===== src/rtl/axis_hdr_pkg.sv =====
// Shared types and keep/count helpers for the multi-beat header inserter.
// Helpers operate on 64-lane vectors so one definition serves every bus width.
package axis_hdr_pkg;

    typedef enum logic [1:0] {
        StIdle,
        StHdr,
        StData,
        StFlush
    } hdr_state_t;

    localparam int unsigned MaxBytes = 64;

    function automatic logic [7:0] keep_to_cnt(input logic [MaxBytes-1:0] keep);
        logic [7:0] cnt;
        cnt = '0;
        for (int i = 0; i < MaxBytes; i++) begin
            cnt = cnt + {7'd0, keep[i]};
        end
        return cnt;
    endfunction

    function automatic logic [MaxBytes-1:0] cnt_to_keep_left(input logic [7:0] cnt,
                                                             input logic [7:0] nb);
        logic [MaxBytes-1:0] keep;
        keep = '0;
        for (int i = 0; i < MaxBytes; i++) begin
            if (i < int'(nb)) begin
                keep[int'(nb) - 1 - i] = (i < int'(cnt));
            end
        end
        return keep;
    endfunction

endpackage


===== src/rtl/axis_byte_packer.sv =====
// Residue register plus append shifter: accumulates MSB-first bytes and
// emits a full beat whenever the residue plus the new bytes reach a bus width.
module axis_byte_packer #(
    parameter int unsigned DATA_WD      = 32,
    parameter int unsigned DATA_BYTE_WD = DATA_WD / 8,
    parameter int unsigned BYTE_CNT_WD  = $clog2(DATA_BYTE_WD)
) (
    input  logic                   clk,
    input  logic                   rst_n,
    input  logic [DATA_WD-1:0]     i_bytes,
    input  logic [BYTE_CNT_WD:0]   i_cnt,
    input  logic                   i_lsb_aligned,
    input  logic                   i_push,
    input  logic                   i_flush,
    output logic [DATA_WD-1:0]     o_beat,
    output logic                   o_emit,
    output logic [DATA_WD-1:0]     o_res,
    output logic [BYTE_CNT_WD-1:0] o_res_cnt,
    output logic [BYTE_CNT_WD-1:0] o_next_cnt
);

    localparam int unsigned CW = BYTE_CNT_WD;
    localparam logic [CW+1:0] NbSh = (CW + 2)'(DATA_BYTE_WD);
    localparam logic [CW:0]   NbT  = (CW + 1)'(DATA_BYTE_WD);
    localparam logic [CW-1:0] NbLo = CW'(DATA_BYTE_WD);

    logic [DATA_WD-1:0]   r_res;
    logic [CW-1:0]        r_cnt;
    logic [CW+1:0]        w_sh;
    logic [3*DATA_WD-1:0] w_shifted;
    logic [2*DATA_WD-1:0] w_cat;
    logic [CW:0]          w_t;
    logic                 w_full;

    // Source sits in the middle third; a single left shift puts its first byte at lane r,
    // whether it arrives MSB-aligned (data) or LSB-aligned (header).
    assign w_sh      = (i_lsb_aligned ? (NbSh + NbSh - {1'b0, i_cnt}) : NbSh) - {2'b00, r_cnt};
    assign w_shifted = {{DATA_WD{1'b0}}, i_bytes, {DATA_WD{1'b0}}} << {w_sh, 3'b000};
    assign w_cat     = {r_res, {DATA_WD{1'b0}}} | w_shifted[3*DATA_WD-1:DATA_WD];

    assign w_t        = {1'b0, r_cnt} + i_cnt;
    assign w_full     = (w_t >= NbT);
    assign o_next_cnt = w_full ? (w_t[CW-1:0] - NbLo) : w_t[CW-1:0];
    assign o_emit     = i_push && w_full;
    assign o_beat     = w_cat[2*DATA_WD-1:DATA_WD];
    assign o_res      = r_res;
    assign o_res_cnt  = r_cnt;

    always_ff @(posedge clk or negedge rst_n) begin
        if (!rst_n) begin
            r_res <= '0;
            r_cnt <= '0;
        end else if (i_flush) begin
            r_res <= '0;
            r_cnt <= '0;
        end else if (i_push) begin
            r_res <= w_full ? w_cat[DATA_WD-1:0] : w_cat[2*DATA_WD-1:DATA_WD];
            r_cnt <= o_next_cnt;
        end
    end

endmodule


===== src/rtl/axi_stream_insert_header_mb.sv =====
// Prepends a multi-beat header stream to each data packet and repacks the joined
// byte stream into dense MSB-first beats behind a single output register.
module axi_stream_insert_header_mb
    import axis_hdr_pkg::*;
#(
    parameter int unsigned DATA_WD      = 32,
    parameter int unsigned DATA_BYTE_WD = DATA_WD / 8,
    parameter int unsigned BYTE_CNT_WD  = $clog2(DATA_BYTE_WD),
    parameter int unsigned CNT_WD       = 16
) (
    input  logic                    clk,
    input  logic                    rst_n,
    input  logic                    valid_in,
    input  logic [DATA_WD-1:0]      data_in,
    input  logic [DATA_BYTE_WD-1:0] keep_in,
    input  logic                    last_in,
    output logic                    ready_in,
    input  logic                    valid_insert,
    input  logic [DATA_WD-1:0]      data_insert,
    input  logic [DATA_BYTE_WD-1:0] keep_insert,
    input  logic                    last_insert,
    output logic                    ready_insert,
    output logic                    valid_out,
    output logic [DATA_WD-1:0]      data_out,
    output logic [DATA_BYTE_WD-1:0] keep_out,
    output logic                    last_out,
    input  logic                    ready_out,
    output logic [CNT_WD-1:0]       pkt_cnt
);

    localparam int unsigned CW = BYTE_CNT_WD;

    hdr_state_t r_state, w_state_d;

    logic                    r_valid, r_last;
    logic [DATA_WD-1:0]      r_data;
    logic [DATA_BYTE_WD-1:0] r_keep;
    logic [CNT_WD-1:0]       r_pkt_cnt;

    logic                    w_valid_d, w_last_d;
    logic [DATA_WD-1:0]      w_data_d;
    logic [DATA_BYTE_WD-1:0] w_keep_d;

    logic                    w_adv, w_adv_g;
    logic [7:0]              w_ins_cnt8, w_dat_cnt8;
    logic [63:0]             w_res_keep64;
    logic [CW:0]             w_ins_cnt, w_dat_cnt, w_pk_cnt;
    logic [DATA_WD-1:0]      w_ins_bytes, w_dat_bytes, w_pk_bytes;
    logic                    w_lsb, w_push, w_flush, w_emit;
    logic [DATA_WD-1:0]      w_beat, w_res;
    logic [CW-1:0]           w_res_cnt, w_next_cnt;
    logic [DATA_BYTE_WD-1:0] w_res_keep;
    logic                    w_unused;

    // Readies are forced low while reset is held so every output reads 0.
    assign w_adv   = !r_valid || ready_out;
    assign w_adv_g = w_adv && rst_n;

    assign w_ins_cnt8   = keep_to_cnt(64'(keep_insert));
    assign w_dat_cnt8   = keep_to_cnt(64'(keep_in));
    assign w_ins_cnt    = w_ins_cnt8[CW:0];
    assign w_dat_cnt    = w_dat_cnt8[CW:0];
    assign w_res_keep64 = cnt_to_keep_left(8'(w_res_cnt), 8'(DATA_BYTE_WD));
    assign w_res_keep   = w_res_keep64[DATA_BYTE_WD-1:0];
    assign w_unused     = ^{w_ins_cnt8, w_dat_cnt8, w_res_keep64};

    always_comb begin
        w_ins_bytes = '0;
        w_dat_bytes = '0;
        for (int i = 0; i < int'(DATA_BYTE_WD); i++) begin
            w_ins_bytes[8*i +: 8] = data_insert[8*i +: 8] & {8{keep_insert[i]}};
            w_dat_bytes[8*i +: 8] = data_in[8*i +: 8] & {8{keep_in[i]}};
        end
    end

    axis_byte_packer #(
        .DATA_WD      (DATA_WD),
        .DATA_BYTE_WD (DATA_BYTE_WD),
        .BYTE_CNT_WD  (BYTE_CNT_WD)
    ) u_packer (
        .clk           (clk),
        .rst_n         (rst_n),
        .i_bytes       (w_pk_bytes),
        .i_cnt         (w_pk_cnt),
        .i_lsb_aligned (w_lsb),
        .i_push        (w_push),
        .i_flush       (w_flush),
        .o_beat        (w_beat),
        .o_emit        (w_emit),
        .o_res         (w_res),
        .o_res_cnt     (w_res_cnt),
        .o_next_cnt    (w_next_cnt)
    );

    always_ff @(posedge clk or negedge rst_n) begin
        if (!rst_n) begin
            r_state <= StIdle;
        end else begin
            r_state <= w_state_d;
        end
    end

    always_comb begin
        w_state_d = r_state;
        unique case (r_state)
            StIdle, StHdr: begin
                if (valid_insert && w_adv_g) begin
                    w_state_d = last_insert ? StData : StHdr;
                end
            end
            StData: begin
                if (valid_in && w_adv_g && last_in) begin
                    w_state_d = (w_next_cnt == '0) ? StIdle : StFlush;
                end
            end
            StFlush: begin
                if (w_adv_g) begin
                    w_state_d = StIdle;
                end
            end
            default: w_state_d = StIdle;
        endcase
    end

    always_comb begin
        ready_insert = 1'b0;
        ready_in     = 1'b0;
        w_push       = 1'b0;
        w_flush      = 1'b0;
        w_lsb        = 1'b0;
        w_pk_bytes   = w_dat_bytes;
        w_pk_cnt     = w_dat_cnt;
        w_valid_d    = w_adv ? 1'b0 : r_valid;
        w_data_d     = r_data;
        w_keep_d     = r_keep;
        w_last_d     = r_last;
        unique case (r_state)
            StIdle, StHdr: begin
                ready_insert = w_adv_g;
                w_lsb        = 1'b1;
                w_pk_bytes   = w_ins_bytes;
                w_pk_cnt     = w_ins_cnt;
                w_push       = valid_insert && w_adv_g;
                if (w_emit) begin
                    w_valid_d = 1'b1;
                    w_data_d  = w_beat;
                    w_keep_d  = '1;
                    w_last_d  = 1'b0;
                end
            end
            StData: begin
                ready_in = w_adv_g;
                w_push   = valid_in && w_adv_g;
                if (w_emit) begin
                    w_valid_d = 1'b1;
                    w_data_d  = w_beat;
                    w_keep_d  = '1;
                    w_last_d  = last_in && (w_next_cnt == '0);
                end else if (w_push && last_in && (w_next_cnt == '0)) begin
                    // Empty last beat with nothing buffered: close the packet with an empty beat.
                    w_valid_d = 1'b1;
                    w_data_d  = '0;
                    w_keep_d  = '0;
                    w_last_d  = 1'b1;
                end
            end
            StFlush: begin
                if (w_adv_g) begin
                    w_flush   = 1'b1;
                    w_valid_d = 1'b1;
                    w_data_d  = w_res;
                    w_keep_d  = w_res_keep;
                    w_last_d  = 1'b1;
                end
            end
            default: ;
        endcase
    end

    always_ff @(posedge clk or negedge rst_n) begin
        if (!rst_n) begin
            r_valid   <= 1'b0;
            r_data    <= '0;
            r_keep    <= '0;
            r_last    <= 1'b0;
            r_pkt_cnt <= '0;
        end else begin
            r_valid <= w_valid_d;
            r_data  <= w_data_d;
            r_keep  <= w_keep_d;
            r_last  <= w_last_d;
            if (r_valid && ready_out && r_last) begin
                r_pkt_cnt <= r_pkt_cnt + 1'b1;
            end
        end
    end

    assign valid_out = r_valid;
    assign data_out  = r_data;
    assign keep_out  = r_keep;
    assign last_out  = r_last;
    assign pkt_cnt   = r_pkt_cnt;

endmodule


===== config.mk =====
export PLATFORM = sky130hd
export DESIGN_NAME = axi_stream_insert_header_mb
export DESIGN_NICKNAME = d
export VERILOG_FILES = /design/src/rtl/axis_hdr_pkg.sv /design/src/rtl/axis_byte_packer.sv /design/src/rtl/axi_stream_insert_header_mb.sv
export SDC_FILE = /design/constraint.sdc
export NUM_CORES = 1
export LEC_CHECK = 0
export CORE_UTILIZATION = 40
export DETAILED_ROUTE_END_ITERATION = 7
export PLACE_DENSITY = 0.66
export SYNTH_ARGS = -nofsm -noshare
export SYNTH_HDL_FRONTEND = slang
export SYNTH_SLANG_ARGS = --single-unit

===== constraint.sdc =====
create_clock -name clk -period 3 [get_ports clk]
set_clock_uncertainty 0.05 [all_clocks]
set_input_delay 0.6 -clock clk [delete_from_list [all_inputs] [get_ports clk]]
set_output_delay 0.6 -clock clk [all_outputs]
set_load 0.05 [all_outputs]

======== After elaboration in Yosys (flattened, before gate mapping) ========
Cells that the tools add are included.
operators by class
  order comparisons ....................... 4
  equal/unequal tests ..................... 8
  bitwise logic cells ..................... 9
  add/sub/neg operators ................... 10
  shifts and indexed selects .............. 1
  reduce and logical (&&, ||, !) cells .... 17
  multiplexer cells ....................... 41
operators with widths
  kind                                                                  number
  32-bit two-way mux                                                    8
  32-bit one-hot mux with 3 select lines                                1
  64-bit by 7-bit left shift with 96-bit output                         1
  8-bit bitwise AND                                                     8
  64-bit OR                                                             1
  4-bit two-way mux                                                     5
  16-bit by 1-bit adder with 16-bit output (second input constant)      1
  1-bit two-way mux                                                     14
  2-bit two-way mux                                                     7
  4-bit one-hot mux with 3 select lines                                 1
  1-bit logical AND                                                     9
  2-bit by 1-bit adder with 3-bit output                                2
  3-bit by 1-bit adder with 3-bit output                                2
  2-bit != test (second input constant)                                 3
  1-bit one-hot mux with 3 select lines                                 2
  2-bit one-hot mux with 3 select lines                                 1
  3-bit AND reduction                                                   2
  1-bit by 1-bit adder with 2-bit output                                2
  2-bit == test (second input constant)                                 2
  2-bit zero test                                                       2
  1-bit by 2-bit < comparator with 1-bit output (first input constant)  2
  4-bit by 2-bit subtractor with 4-bit output                           1
  4-bit by 3-bit subtractor with 4-bit output (first input constant)    1
  2-bit by 3-bit adder with 3-bit output                                1
  11 further kinds                                                      11
word-level totals
  logic and storage cells ................. 98
  bits of input ports ..................... 79
  flip-flop bits (word level) ............. 90
  output and inout bits ................... 56

======== Logic depth before layout (Yosys ltp) ========
Gate-level depths: netlist (run 1).
  word-level depth ........................ 12
  gate-level depth with buffers ........... 18
  depth with buffers taken out ............ 15

======== Cells and area by module ========
Synthesis (run 1) repeated with hierarchy kept, for this count alone.
second synthesis, totals
  cells, all modules ...................... 674
  area total of the unflattened synthesis .. 6396.1 sq um
by module, submodules not included
  module                       area an instance (sq um)  cells an instance  sequential area each (sq um)  instances
  axi_stream_insert_header_mb  3215.6                    287                1401.3                        1
  axis_byte_packer             3180.6                    387                850.8                         1

======== Least setup slack after synthesis (run 1) ========
Ideal clock, no wire load.
  path type ............................... in2reg
  from .................................... in keep_insert[0]
  to ...................................... reg r_data[18], in the netlist data_out[18]
  library setup time ...................... 95 ps
  path slack .............................. -1147 ps
  arrival ................................. 4002 ps
  cell stages on the path ................. 15
  data required time ...................... 2855 ps
  buffers on the path ..................... 3
  cells stage by stage .................... clkbuf_1 > inv_1 > fa_1 > inv_1 > ha_1 > ha_1 > xor2_1 > nand2_1 > fa_1 > clkbuf_1 > clkbuf_1 > o211ai_1 > o211ai_2 > a21oi_1 > o31ai_1
on the way
  cells in the longest elaborated chain, start to end .. 11
  elaborated cells on any way between the ends .. 22
  classes of those cells .................. add/sub (6); order compare (1); eq/ne (2); shift (1); mux (6); bitwise (2); reduce/logical (4)
ends and longest elaborated chain
  item                                           line                                                                    source
  start: declaration                             axi_stream_insert_header_mb.sv:20                                       input logic [DATA_BYTE_WD-1:0] keep_insert,
  1-bit by 1-bit adder with 2-bit output         axis_hdr_pkg.sv:18                                                      cnt = cnt + {7'd0, keep[i]};
  2-bit by 1-bit adder with 3-bit output         axis_hdr_pkg.sv:18
  3-bit by 1-bit adder with 3-bit output         axis_hdr_pkg.sv:18
  3-bit two-way mux                              axi_stream_insert_header_mb.sv:137                                      unique case (r_state)
  4-bit by 3-bit subtractor with 4-bit output    axis_byte_packer.sv:37                                                  assign w_sh = (i_lsb_aligned ? (NbSh + NbSh - {1'b0, i_cnt}) : NbSh) - {2'b00, r_cnt};
  4-bit two-way mux                              axis_byte_packer.sv:37
  4-bit by 2-bit subtractor with 4-bit output    axis_byte_packer.sv:37
  64-bit by 7-bit left shift with 96-bit output  axis_byte_packer.sv:38                                                  assign w_shifted = {{DATA_WD{1'b0}}, i_bytes, {DATA_WD{1'b0}}} << {w_sh, 3'b000};
  64-bit OR                                      axis_byte_packer.sv:39                                                  assign w_cat = {r_res, {DATA_WD{1'b0}}} | w_shifted[3*DATA_WD-1:DATA_WD];
  32-bit two-way mux (on tied branches)          axi_stream_insert_header_mb.sv:154, axi_stream_insert_header_mb.sv:144
  32-bit one-hot mux with 3 select lines         axi_stream_insert_header_mb.sv:137
  end signal: assignment                         axi_stream_insert_header_mb.sv:189                                      r_data <= w_data_d;
  end: declaration                               axi_stream_insert_header_mb.sv:36                                       logic [DATA_WD-1:0] r_data;
Parallel ways exist; a longest one is shown, timed or not. The select of a mux whose other input is x is not followed.
A chain may end at the register's enable or synchronous reset.

======== Worst setup path after layout (run 1) ========
  from .................................... in keep_insert[0]
  to ...................................... reg r_data[27], in the netlist data_out[27]
The elaborated chain is that of the path after synthesis.

==> impl_metrics.py, run 1 <==
metrics = {
    "final_layout": {
        "area_delta_synth_final_pct": 63.5,
        "nets": 1047,
        "drive_gt1_frac": 0.356,
        "antennaDiodeCount": 0,
        "final_area_sq_um": 10100,
    },
    "die": {
        "initial_utilization": 0.407,
        "core_area_sq_um": 15100,
        "rows": 45,
        "dieArea_sq_um": 15900,
        "fp.dieW_microns": 126,
        "die_h_microns": 126,
        "pin_count": 135,
    },
    "drt": {
        "drc": 0,
        "drt_iter0_markers": 465,
        "antenna_left": 0,
        "firstDrtPassIters": 5,
        "avgViaCountPerCell": 6.05,
        "wl_mm": 23.8,
        "num_vias": 6956,
        "avgRoutedWirePerCell_microns": 20.7,
    },
    "min_path": {
        "worstHoldPathType": "in -> async",
    },
    "global_route": {
        "antenna_found_initial": 0,
        "grt_use_total": 0.304,
        "grt_pass1_vias": 6918,
        "grt_start_max_net_pins": 70,
        "grt_overflow_total": 0,
        "grt_pass1_wl_mm": 37.1,
    },
    "power": {
        "vdd_ir_drop_max_uv": 540,
        "p_seq_frac": 0.160,
        "p_int_uw": 6440,
        "p_leak_uw": 0.00419,
        "pwr_density_cell_nw_per_um2": 1230,
        "p_clk_frac": 0.094,
        "comb_power_share": 0.747,
        "power_switching_share": 0.479,
        "power.switching_uw": 5930,
        "p_total_uw": 12400,
    },
    "synth": {
        "yosysTopAreaCellShare": 0.365,
        "synth_edf_count": 0,
        "ys_seq_area_frac": 0.365,
        "yosysTopAreaCell": "dfrtp_1",
        "yosysWarnings": 0,
        "synthFlopType": "dfrtp_1",
        "synth_fp_nets": 813,
        "async_flop_share": 1.00,
        "synth_cell_types": 69,
        "synth_area_leaders": "dfrtp_1 37%, nand2_1 6.0%, a221o_1 3.6%, o22ai_1 3.5%, nand3_1 3.4%",
        "synthCells": 722,
        "ys_ff_latch": 90,
        "syn_area_sq_um": 6160,
        "syn-mean-instance-area_sq_um": 8.53,
    },
    "sta": {
        "worst_slew_margin_rel": 0.419,
        "whs_ns": 0.0136,
        "setup_viol": 72,
        "slew_viol_final": 0,
        "rsz0062_at_grt": "true",
        "fmax_mhz": 283,
        "final.period_utilization": 1.18,
        "period_needed_ns": 3.53,
        "worst_slack_ns": -0.528,
        "finalHoldViolations": 0,
        "tightest_slew_ns": 0.871,
        "tns_ns": -28.59,
    },
    "setup_path": {
        "crit_path_cell_trace": "buf_8 -> inv_4 -> fa_1 -> inv_2 -> ha_4 -> ha_4 -> buf_6 -> mux2i_2 -> fa_2 -> nor2b_4 -> a31oi_4 -> a311o_2 -> buf_6 -> buf_16 -> a221o_1",
        "crit_slowest_cell": "fa_2",
        "worst-r2r-setup-slack_ns": 0.02,
        "critical-path-max-stage-delay_ns": 0.55,
        "critPathTopFamily": "adder cells",
        "critPathKind": "in -> reg",
        "crit_required_ns": 3.19,
        "endpoint_kind": "flip-flop",
        "crit_arrival_ns": 3.72,
        "crit_fanout": 7,
        "critPathBufInv": 6,
        "r2r-end": "data_out[27]$_DFFE_PN0P_",
        "critPathLaunchType": "input port",
        "rr_worst_depth": 12,
        "regToRegStartpoint": "r_state[1]$_DFFE_PN0P_",
    },
    "outcome": {
        "status": "complete, but fails checks",
        "violations": "setup timing",
    },
    "placed_design": {
        "placed_cell_area_sq_um": 8650,
        "hpwl_mm": 17.8,
        "io_buffer_count": 134,
        "gp_congestion": 0.980,
        "place_ws_ns": -1.33,
    },
    "cts": {
        "clockRootBuffer": "clkbuf_16",
        "clkSinkCount": 90,
        "cts_tree": "built",
        "clk_pin_slew_worst_paths_ns": 0.07,
        "htree_levels": 3,
        "worst_skew_pair.late_latency_ns": 0.35,
        "clk_path_buf_depth": 2,
        "cts_buffers": 9,
    },
    "run": {
        "drv_cap": 0,
    },
}
[worst max-delay path by stage]
stage	start	to	slack, ns	cells past startpoint
after CTS	keep_in[0]	data_out[24]$_DFFE_PN0P_	-0.63	18
after global routing	keep_insert[0]	r_state[0]$_DFFE_PN0P_	-0.61	19
after detailed placement	keep_insert[0]	data_out[21]$_DFFE_PN0P_	-1.33	14
after floorplan	keep_insert[0]	data_out[11]$_DFFE_PN0P_	-0.75	18
after global placement	keep_insert[0]	data_out[23]$_DFFE_PN0P_	-1.28	15
final	keep_insert[0]	data_out[27]$_DFFE_PN0P_	-0.53	15
[layout make-up]
class	instances	area [sq um]
fillers	1191	5070
multi-input cells	545	4410
repair buffers	276	2730
flip-flops and latches	90	2250
well taps	188	235
clock buffers	10	229
inverters	34	138
clock inverters	6	72.6
[kinds of logic (layout without fill, tap and decap cells)]
family | count (synthesis) | in the layout | synth area share
muxes | 11 | 11 | 0.0205
buffers and inverters | 88 | 326 | 0.0627
AOI/OAI and AO/OA | 231 | 231 | 0.272
xor gates and xnor gates | 20 | 20 | 0.0284
adders and majority gates | 12 | 12 | 0.0292
DFF | 90 | 90 | 0.365
and+or+nand+nor | 270 | 271 | 0.222
[cells in the final DEF (no fill, tap or decap), types with 6 or more instances in the layout]
cell             count
dfrtp_1             89
o21ai_0             21
o211ai_1            13
nand4b_1            10
clkbuf_16           11
and2b_1              6
inv_1               23
a21oi_1             18
clkdlybuf4s50_1    125
o21ai_1              9
nor2_1              25
inv_2                9
buf_4              101
a32o_1               6
a22oi_2             16
a221oi_2             9
nand4_1             12
nor2_2              11
buf_6               28
nand2_1             90
nor2_4              11
o22ai_2              6
buf_12              13
nand3_1             37
a21oi_2             15
o22ai_1             27
xnor2_1             16
a221o_1             22
nor2b_1              7
nand2_2              9
[metrics by stage]
step / std cells / utilization
CTS: 1146 / 0.642
detailed placement: 1101 / 0.571
floorplan: 722 / -
finish: 1149 / 0.665
global placement: 1101 / 0.571
global route: 1149 / 0.665
[metal layers]
metal / track usage / share of wire
met5: 0 / 0
met1: 0.384 / 0.43
met3: 0.0641 / 0.068
met2: 0.509 / 0.47
met4: 0.122 / 0.039
[Yosys cell counts (4+ instances only)]
cell        n
a22oi_1    17
nand2_1    99
nor2_1     43
clkbuf_1   27
o221ai_1    8
a31oi_1     8
o211ai_1   13
a221o_1    22
nand4_1    12
buf_1       4
buf_2      18
a211oi_1   13
a32o_1      6
nand3_1    42
and3_1      5
nor2_2      4
a22o_1      5
fa_1        4
nor2b_1    12
nand4b_1   10
nand4bb_1   5
o211ai_2    5
dfrtp_1    90
o21ai_0    31
xnor2_1    16
inv_1      32
ha_1        8
and2b_1     6
a221oi_1   11
a21oi_1    35
xor2_1      4
nor4_1      4
nand2b_1    5
o22ai_1    34
nor3_1      4
mux2i_1     7
o31ai_1     5
[registers in the layout, indices dropped and copies added, names as in the netlist]
register,flops
data_out,32
r_state,2
keep_out,4
pkt_cnt,16
u_packer.o_res,32
last_out,1
u_packer.o_res_cnt,2
valid_out,1
[power groups by stage]
stage,Combinational [uW],Sequential [uW],Clock [uW]
after floorplan,3710,2600,0
final,9230,1980,1160
after detailed placement,7040,1940,0
after global placement,6950,1920,0
after global routing,9740,2020,1220
after CTS,8420,1950,1170
[timing repair]
item / 4_1_cts / 5_1_grt
gates cloned: 4 / 2
gates resized for setup: 140 / 73
hold buffers: 0 / 0
pin swaps: 74 / 62
setup buffers: 27 / 5
setup endpoints to repair: 72 / 72
Power figures use the tool's default switching activity.
==> run 2: changes to the inputs <==
--- a/config.mk
+++ b/config.mk
@@ -7,7 +7,9 @@
 export LEC_CHECK = 0
 export CORE_UTILIZATION = 40
 export DETAILED_ROUTE_END_ITERATION = 7
+export HOLD_SLACK_MARGIN = 0.1
 export PLACE_DENSITY = 0.66
+export RECOVER_POWER = 25
 export SYNTH_ARGS = -nofsm -noshare
 export SYNTH_HDL_FRONTEND = slang
 export SYNTH_SLANG_ARGS = --single-unit
==> run 2 against run 1 <==
The run still ends with setup timing left. Final cell count about the same. Global-route usage about the same. Flip-flop and latch count unchanged. Die area unchanged. Setup slack worse by 0.0089 ns. Critical path depth unchanged. Wire length up 0.43%. Non-clock buffer count up 1. Maximum frequency down 0.25%. Final area about the same. Sequential share of layout area about the same. Worst hold slack better by 0.41 ns. Largest cell class unchanged. Largest power group unchanged.
==> impl_metrics.py, run 2 (same netlist as run 1, synthesis figures left out) <==
metrics = {
    "placed_design": {
        "gp_congestion": 0.980,
        "hpwl_mm": 17.8,
        "io_buffer_count": 134,
        "placed_cell_area_sq_um": 8650,
    },
    "die": {
        "die_h_microns": 126,
        "dieArea_sq_um": 15900,
        "fp.dieW_microns": 126,
        "pin_count": 135,
        "initial_utilization": 0.407,
        "core_area_sq_um": 15100,
        "rows": 45,
    },
    "global_route": {
        "grt_pass1_wl_mm": 37.2,
        "antenna_found_initial": 0,
        "grt_use_total": 0.305,
        "grt_pass1_vias": 6926,
        "grt_overflow_total": 0,
        "grt_start_max_net_pins": 70,
    },
    "final_layout": {
        "nets": 1048,
        "final_area_sq_um": 10100,
        "finish.utilization": 0.665,
        "drive_gt1_frac": 0.353,
        "antennaDiodeCount": 0,
        "area_delta_synth_final_pct": 63.5,
        "final_common_cell": "clkdlybuf4s50_1",
        "fillers": 1191,
        "final_cell_mix": "120 x clkdlybuf4s50_1, 99 x buf_4, 90 x nand2_1",
    },
    "drt": {
        "num_vias": 6964,
        "antenna_left": 0,
        "avgViaCountPerCell": 6.06,
        "firstDrtPassIters": 7,
        "drt_iter0_markers": 447,
        "drc": 0,
        "wl_mm": 23.9,
        "avgRoutedWirePerCell_microns": 20.8,
    },
    "setup_path": {
        "crit_required_ns": 3.19,
        "rr_worst_depth": 12,
        "critPathKind": "in -> reg",
        "crit_arrival_ns": 3.73,
        "endpoint_kind": "flip-flop",
        "critPathLaunchType": "input port",
        "worst-r2r-setup-slack_ns": 0.01,
        "startpoint": "keep_insert[0]",
        "regToRegStartpoint": "r_state[1]$_DFFE_PN0P_",
        "r2r-end": "data_out[26]$_DFFE_PN0P_",
        "crit_fanout": 7,
    },
    "power": {
        "p_total_uw": 12400,
        "p_leak_uw": 0.00420,
        "pwr_density_cell_nw_per_um2": 1230,
        "vdd_ir_drop_max_uv": 540,
    },
    "cts": {
        "htree_levels": 3,
        "cts_buffers": 9,
        "clk_path_buf_depth": 2,
        "clkSinkCount": 90,
        "clk_pin_slew_worst_paths_ns": 0.07,
        "cts_tree": "built",
        "clockRootBuffer": "clkbuf_16",
        "worst_skew_pair.late_latency_ns": 0.35,
    },
    "sta": {
        "final.period_utilization": 1.18,
        "setup_viol": 72,
        "period_needed_ns": 3.54,
        "tightest_slew_ns": 0.929,
        "fmax_mhz": 283,
        "worst_slew_margin_rel": 0.381,
        "rsz0062_at_grt": "true",
        "whs_ns": 0.425,
        "worst_slack_ns": -0.537,
        "finalHoldViolations": 0,
        "slew_viol_final": 0,
    },
    "min_path": {
        "worstHoldPathCells": 2,
        "worstHoldPathType": "reg -> reg",
        "whs_endpoint": "data_out[22]$_DFFE_PN0P_",
        "hp-start": "data_out[22]$_DFFE_PN0P_",
    },
    "outcome": {
        "status": "complete, but fails checks",
        "violations": "setup timing",
    },
    "run": {
        "drv_cap": 0,
    },
}
[run 2: changes by cell type in the layout (fill, tap and decap cells not counted), sizes merged]
cell	before	now
buf	149	147
clkbuf	12	14
clkdlybuf4s50	125	120
dlygate4sd3	0	6
[run 2: metal layers]
layer  wire (microns)  GRT usage  vias up
met1            10100      0.384     3402
met5                0          0        -
li1                 -          -     3163
met2            11200      0.509      332
met3             1640     0.0637       67
met4              942      0.122        0
[run 2: cell type report]
class	count	area (sq um)	share of cell area
clock buffer	10	229	0.0227
clock inverter	6	72.6	0.00720
inverter	34	138	0.0137
multi-input combinational	545	4410	0.438
sequential	90	2250	0.224
tap	188	235	0.0233
timing repair buffer	277	2740	0.271
[run 2: how the worst max path moves through the flow]
stage | slack (ns) | to
after global routing | -0.61 | r_state[0]$_DFFE_PN0P_
after detailed placement | -1.33 | data_out[21]$_DFFE_PN0P_
after floorplan | -0.75 | data_out[11]$_DFFE_PN0P_
final | -0.54 | data_out[26]$_DFFE_PN0P_
after CTS | -0.63 | data_out[24]$_DFFE_PN0P_
after global placement | -1.28 | data_out[23]$_DFFE_PN0P_
[run 2: power by group]
part / internal [uW] / switching (uW) / leakage (uW) / total [uW]
Combinational: 4180 / 5050 / 0.00286 / 9230
Sequential: 1590 / 385 / 0.00120 / 1970
Clock: 655 / 507 / 0.000144 / 1160
[run 2: critical path, cell delays in order]
cell	delay (ns)
buf_8	0.08
inv_4	0.03
fa_1	0.54
inv_2	0.05
ha_4	0.15
ha_4	0.28
buf_6	0.10
mux2i_2	0.06
fa_2	0.55
nor2b_4	0.18
a31oi_4	0.09
a311o_2	0.41
buf_6	0.17
buf_16	0.14
a221o_1	0.30
[run 2: per-stage QoR]
stage,setup TNS (ns),setup WS (ns),cells
2_1_floorplan,-42.60,-0.751,722
3_5_place_dp,-88.34,-1.33,1101
5_1_grt,-51.73,-0.615,1150
3_3_place_gp,-84.44,-1.28,1101
4_1_cts,-34.51,-0.635,1147
6_report,-28.84,-0.537,1150
[run 2: repair_timing]
item                                   4_1_cts  5_1_grt
setup buffers                               27        5
pin swaps                                   74       62
hold buffers                                 1        0
gates cloned                                 4        2
endpoints found under the hold margin        4        0
resized for setup                          140       73
setup endpoints to repair                   72       72
==> run 3: changes to the inputs <==
--- a/config.mk
+++ b/config.mk
@@ -7,9 +7,11 @@
 export LEC_CHECK = 0
 export CORE_UTILIZATION = 40
 export DETAILED_ROUTE_END_ITERATION = 7
+export GPL_ROUTABILITY_DRIVEN = 0
 export HOLD_SLACK_MARGIN = 0.1
 export PLACE_DENSITY = 0.66
 export RECOVER_POWER = 25
 export SYNTH_ARGS = -nofsm -noshare
 export SYNTH_HDL_FRONTEND = slang
 export SYNTH_SLANG_ARGS = --single-unit
+export TNS_END_PERCENT = 20
==> run 3 against run 2 <==
Combinational power is 11% lower. Via count is 0.93% higher. Setup slack worse by 0.15 ns. Final area is 3.4% lower. Sequential share of layout area is 0.78 points higher. Core utilization is 2.2 points lower. Wire length is 1.9% lower. Sequential power hardly changed. The flow still finishes with violations (setup timing).
==> impl_metrics.py, run 3 (same netlist as run 1, synthesis figures left out) <==
metrics = {
    "min_path": {
        "worstHoldPathCells": 1,
        "worstHoldPathType": "reg -> reg",
    },
    "die": {
        "fp.dieW_microns": 126,
        "initial_utilization": 0.407,
        "core_area_sq_um": 15100,
        "dieArea_sq_um": 15900,
        "die_h_microns": 126,
        "rows": 45,
        "pin_count": 135,
    },
    "drt": {
        "avgViaCountPerCell": 6.13,
        "wl_mm": 23.5,
        "avgRoutedWirePerCell_microns": 20.5,
        "drt_iter0_markers": 581,
        "num_vias": 7029,
        "drc": 0,
        "firstDrtPassIters": 6,
        "antenna_left": 0,
    },
    "cts": {
        "clk_pin_slew_worst_paths_ns": 0.07,
        "clkSinkCount": 90,
        "htree_levels": 3,
        "clockRootBuffer": "clkbuf_16",
        "cts_tree": "built",
        "cts_buffers": 9,
        "clk_path_buf_depth": 2,
        "worst_skew_pair.late_latency_ns": 0.35,
    },
    "setup_path": {
        "critical-path-max-stage-delay_ns": 0.55,
        "regToRegStartpoint": "r_state[1]$_DFFE_PN0P_",
        "crit_path_cell_trace": "buf_8 -> inv_4 -> fa_1 -> inv_2 -> ha_4 -> ha_4 -> buf_6 -> xor2_1 -> nand2_1 -> fa_2 -> a211oi_4 -> buf_4 -> or3_4 -> o22ai_1 -> and2b_1 -> a221o_1",
        "endpoint_kind": "flip-flop",
        "critPathTopFamily": "adder cells",
        "crit_slowest_cell": "fa_1",
        "crit_cells": 16,
        "rr_worst_depth": 12,
        "cp-endpoint": "data_out[10]$_DFFE_PN0P_",
        "crit_arrival_ns": 3.85,
        "crit_required_ns": 3.17,
        "critPathBufInv": 5,
        "critPathLaunchType": "input port",
        "startpoint": "keep_insert[0]",
        "crit_fanout": 8,
        "r2r-end": "data_out[15]$_DFFE_PN0P_",
        "critPathKind": "in -> reg",
        "worst-r2r-setup-slack_ns": -0.04,
        "crit_top_cell": "ha_4",
    },
    "global_route": {
        "grt_start_max_net_pins": 87,
        "grt_pass1_wl_mm": 36.2,
        "grt_use_total": 0.290,
        "antenna_found_initial": 0,
        "grt_overflow_total": 0,
        "grt_pass1_vias": 6904,
    },
    "final_layout": {
        "drive_gt1_frac": 0.307,
        "final_cell_mix": "114 x buf_4, 106 x clkdlybuf4s50_1, 94 x nand2_1",
        "final_area_sq_um": 9740,
        "antennaDiodeCount": 0,
        "multi_input_area_sq_um": 4140,
        "fin_cells": 1147,
        "area_delta_synth_final_pct": 58.0,
        "final_common_cell": "buf_4",
        "seq_area_sq_um": 2250,
        "nets": 1046,
        "fillers": 1216,
    },
    "power": {
        "p_total_uw": 11400,
        "p_leak_uw": 0.00418,
        "p_seq_frac": 0.174,
        "power_switching_share": 0.482,
        "comb_power_share": 0.723,
        "power.switching_uw": 5480,
        "vdd_ir_drop_max_uv": 457,
        "p_clk_frac": 0.103,
        "pwr_density_cell_nw_per_um2": 1170,
        "p_int_uw": 5900,
    },
    "sta": {
        "slew_viol_final": 0,
        "worst_slew_margin_rel": 0.206,
        "finalHoldViolations": 0,
        "tns_ns": -35.24,
        "fmax_mhz": 272,
        "setup_viol": 72,
        "final.period_utilization": 1.23,
        "tightest_slew_ns": 1.19,
        "period_needed_ns": 3.68,
        "worst_slack_ns": -0.683,
        "rsz0062_at_grt": "true",
    },
    "outcome": {
        "violations": "setup timing",
        "status": "complete, but fails checks",
    },
    "placed_design": {
        "placed_cell_area_sq_um": 8510,
        "io_buffer_count": 134,
        "hpwl_mm": 16.9,
        "dp_cells": 1106,
        "place_ws_ns": -1.41,
    },
    "run": {
        "drv_cap": 0,
    },
}
## run 3: final cells by class
class                           instances  area share
Clock inverter                          4     0.00527
Timing Repair Buffer                  276       0.274
Tap cell                              188      0.0242
Clock buffer                           11      0.0260
Sequential cell                        90       0.231
Inverter                               34      0.0137
Multi-Input combinational cell        544       0.425
## run 3: timing repair
| item | 4_1_cts | 5_1_grt |
|---|---|---|
| gates cloned | 4 | 1 |
| hold buffers | 1 | 0 |
| endpoints found under the hold margin | 4 | 0 |
| pin swaps | 29 | 33 |
| buffers inserted | 8 | 12 |
| endpoints found under the setup margin | 72 | 72 |
| resized for setup | 108 | 65 |
## run 3: worst min path at each step
| stage | start | to | slack [ns] |
|---|---|---|---|
| 2_1_floorplan | rst_n | data_out[0]$_DFFE_PN0P_ | 0.25 |
| 3_3_place_gp | rst_n | u_packer.o_res_cnt[1]$_DFFE_PN0P_ | 0.38 |
| 3_5_place_dp | rst_n | u_packer.o_res_cnt[0]$_DFFE_PN0P_ | 0.38 |
| 4_1_cts | pkt_cnt[15]$_DFFE_PN0P_ | pkt_cnt[15]$_DFFE_PN0P_ | 0.43 |
| 5_1_grt | pkt_cnt[15]$_DFFE_PN0P_ | pkt_cnt[15]$_DFFE_PN0P_ | 0.42 |
| 6_report | pkt_cnt[15]$_DFFE_PN0P_ | pkt_cnt[15]$_DFFE_PN0P_ | 0.42 |
## run 3: layer usage
layer | track usage | routed length [microns] | vias up
li1 | - | - | 3176
met1 | 0.373 | 9110 | 3337
met2 | 0.474 | 11500 | 430
met3 | 0.0514 | 2030 | 86
met4 | 0.137 | 865 | 0
met5 | 0 | 0 | -
## run 3: through the flow
| step | hold WS, ns | utilization |
|---|---|---|
| final | 0.415 | 0.643 |
| after global routing | 0.423 | 0.643 |
| after CTS | 0.426 | 0.616 |
| after detailed placement | 0.378 | 0.562 |
| after global placement | 0.376 | 0.562 |
| after floorplan | 0.254 | - |
## run 3: worst register-to-register path: stages, from the launching register on
cell	delay (ns)
dfrtp_2	0.53
inv_1	0.17
nand2_4	0.07
nand2_2	0.08
ha_4	0.12
inv_2	0.04
fa_2	0.56
nor2b_4	0.16
a31oi_2	0.10
a311o_2	0.44
buf_12	0.17
buf_16	0.13
a221o_1	0.31
## run 3: power by group through the flow
| stage | Combinational, uW | Sequential, uW | Clock, uW |
|---|---|---|---|
| 4_1_cts | 7350 | 1950 | 1180 |
| 3_5_place_dp | 6690 | 1940 | 0 |
| 2_1_floorplan | 3460 | 2590 | 0 |
| 3_3_place_gp | 6510 | 1920 | 0 |
| 6_report | 8230 | 1980 | 1170 |
| 5_1_grt | 8670 | 2020 | 1230 |
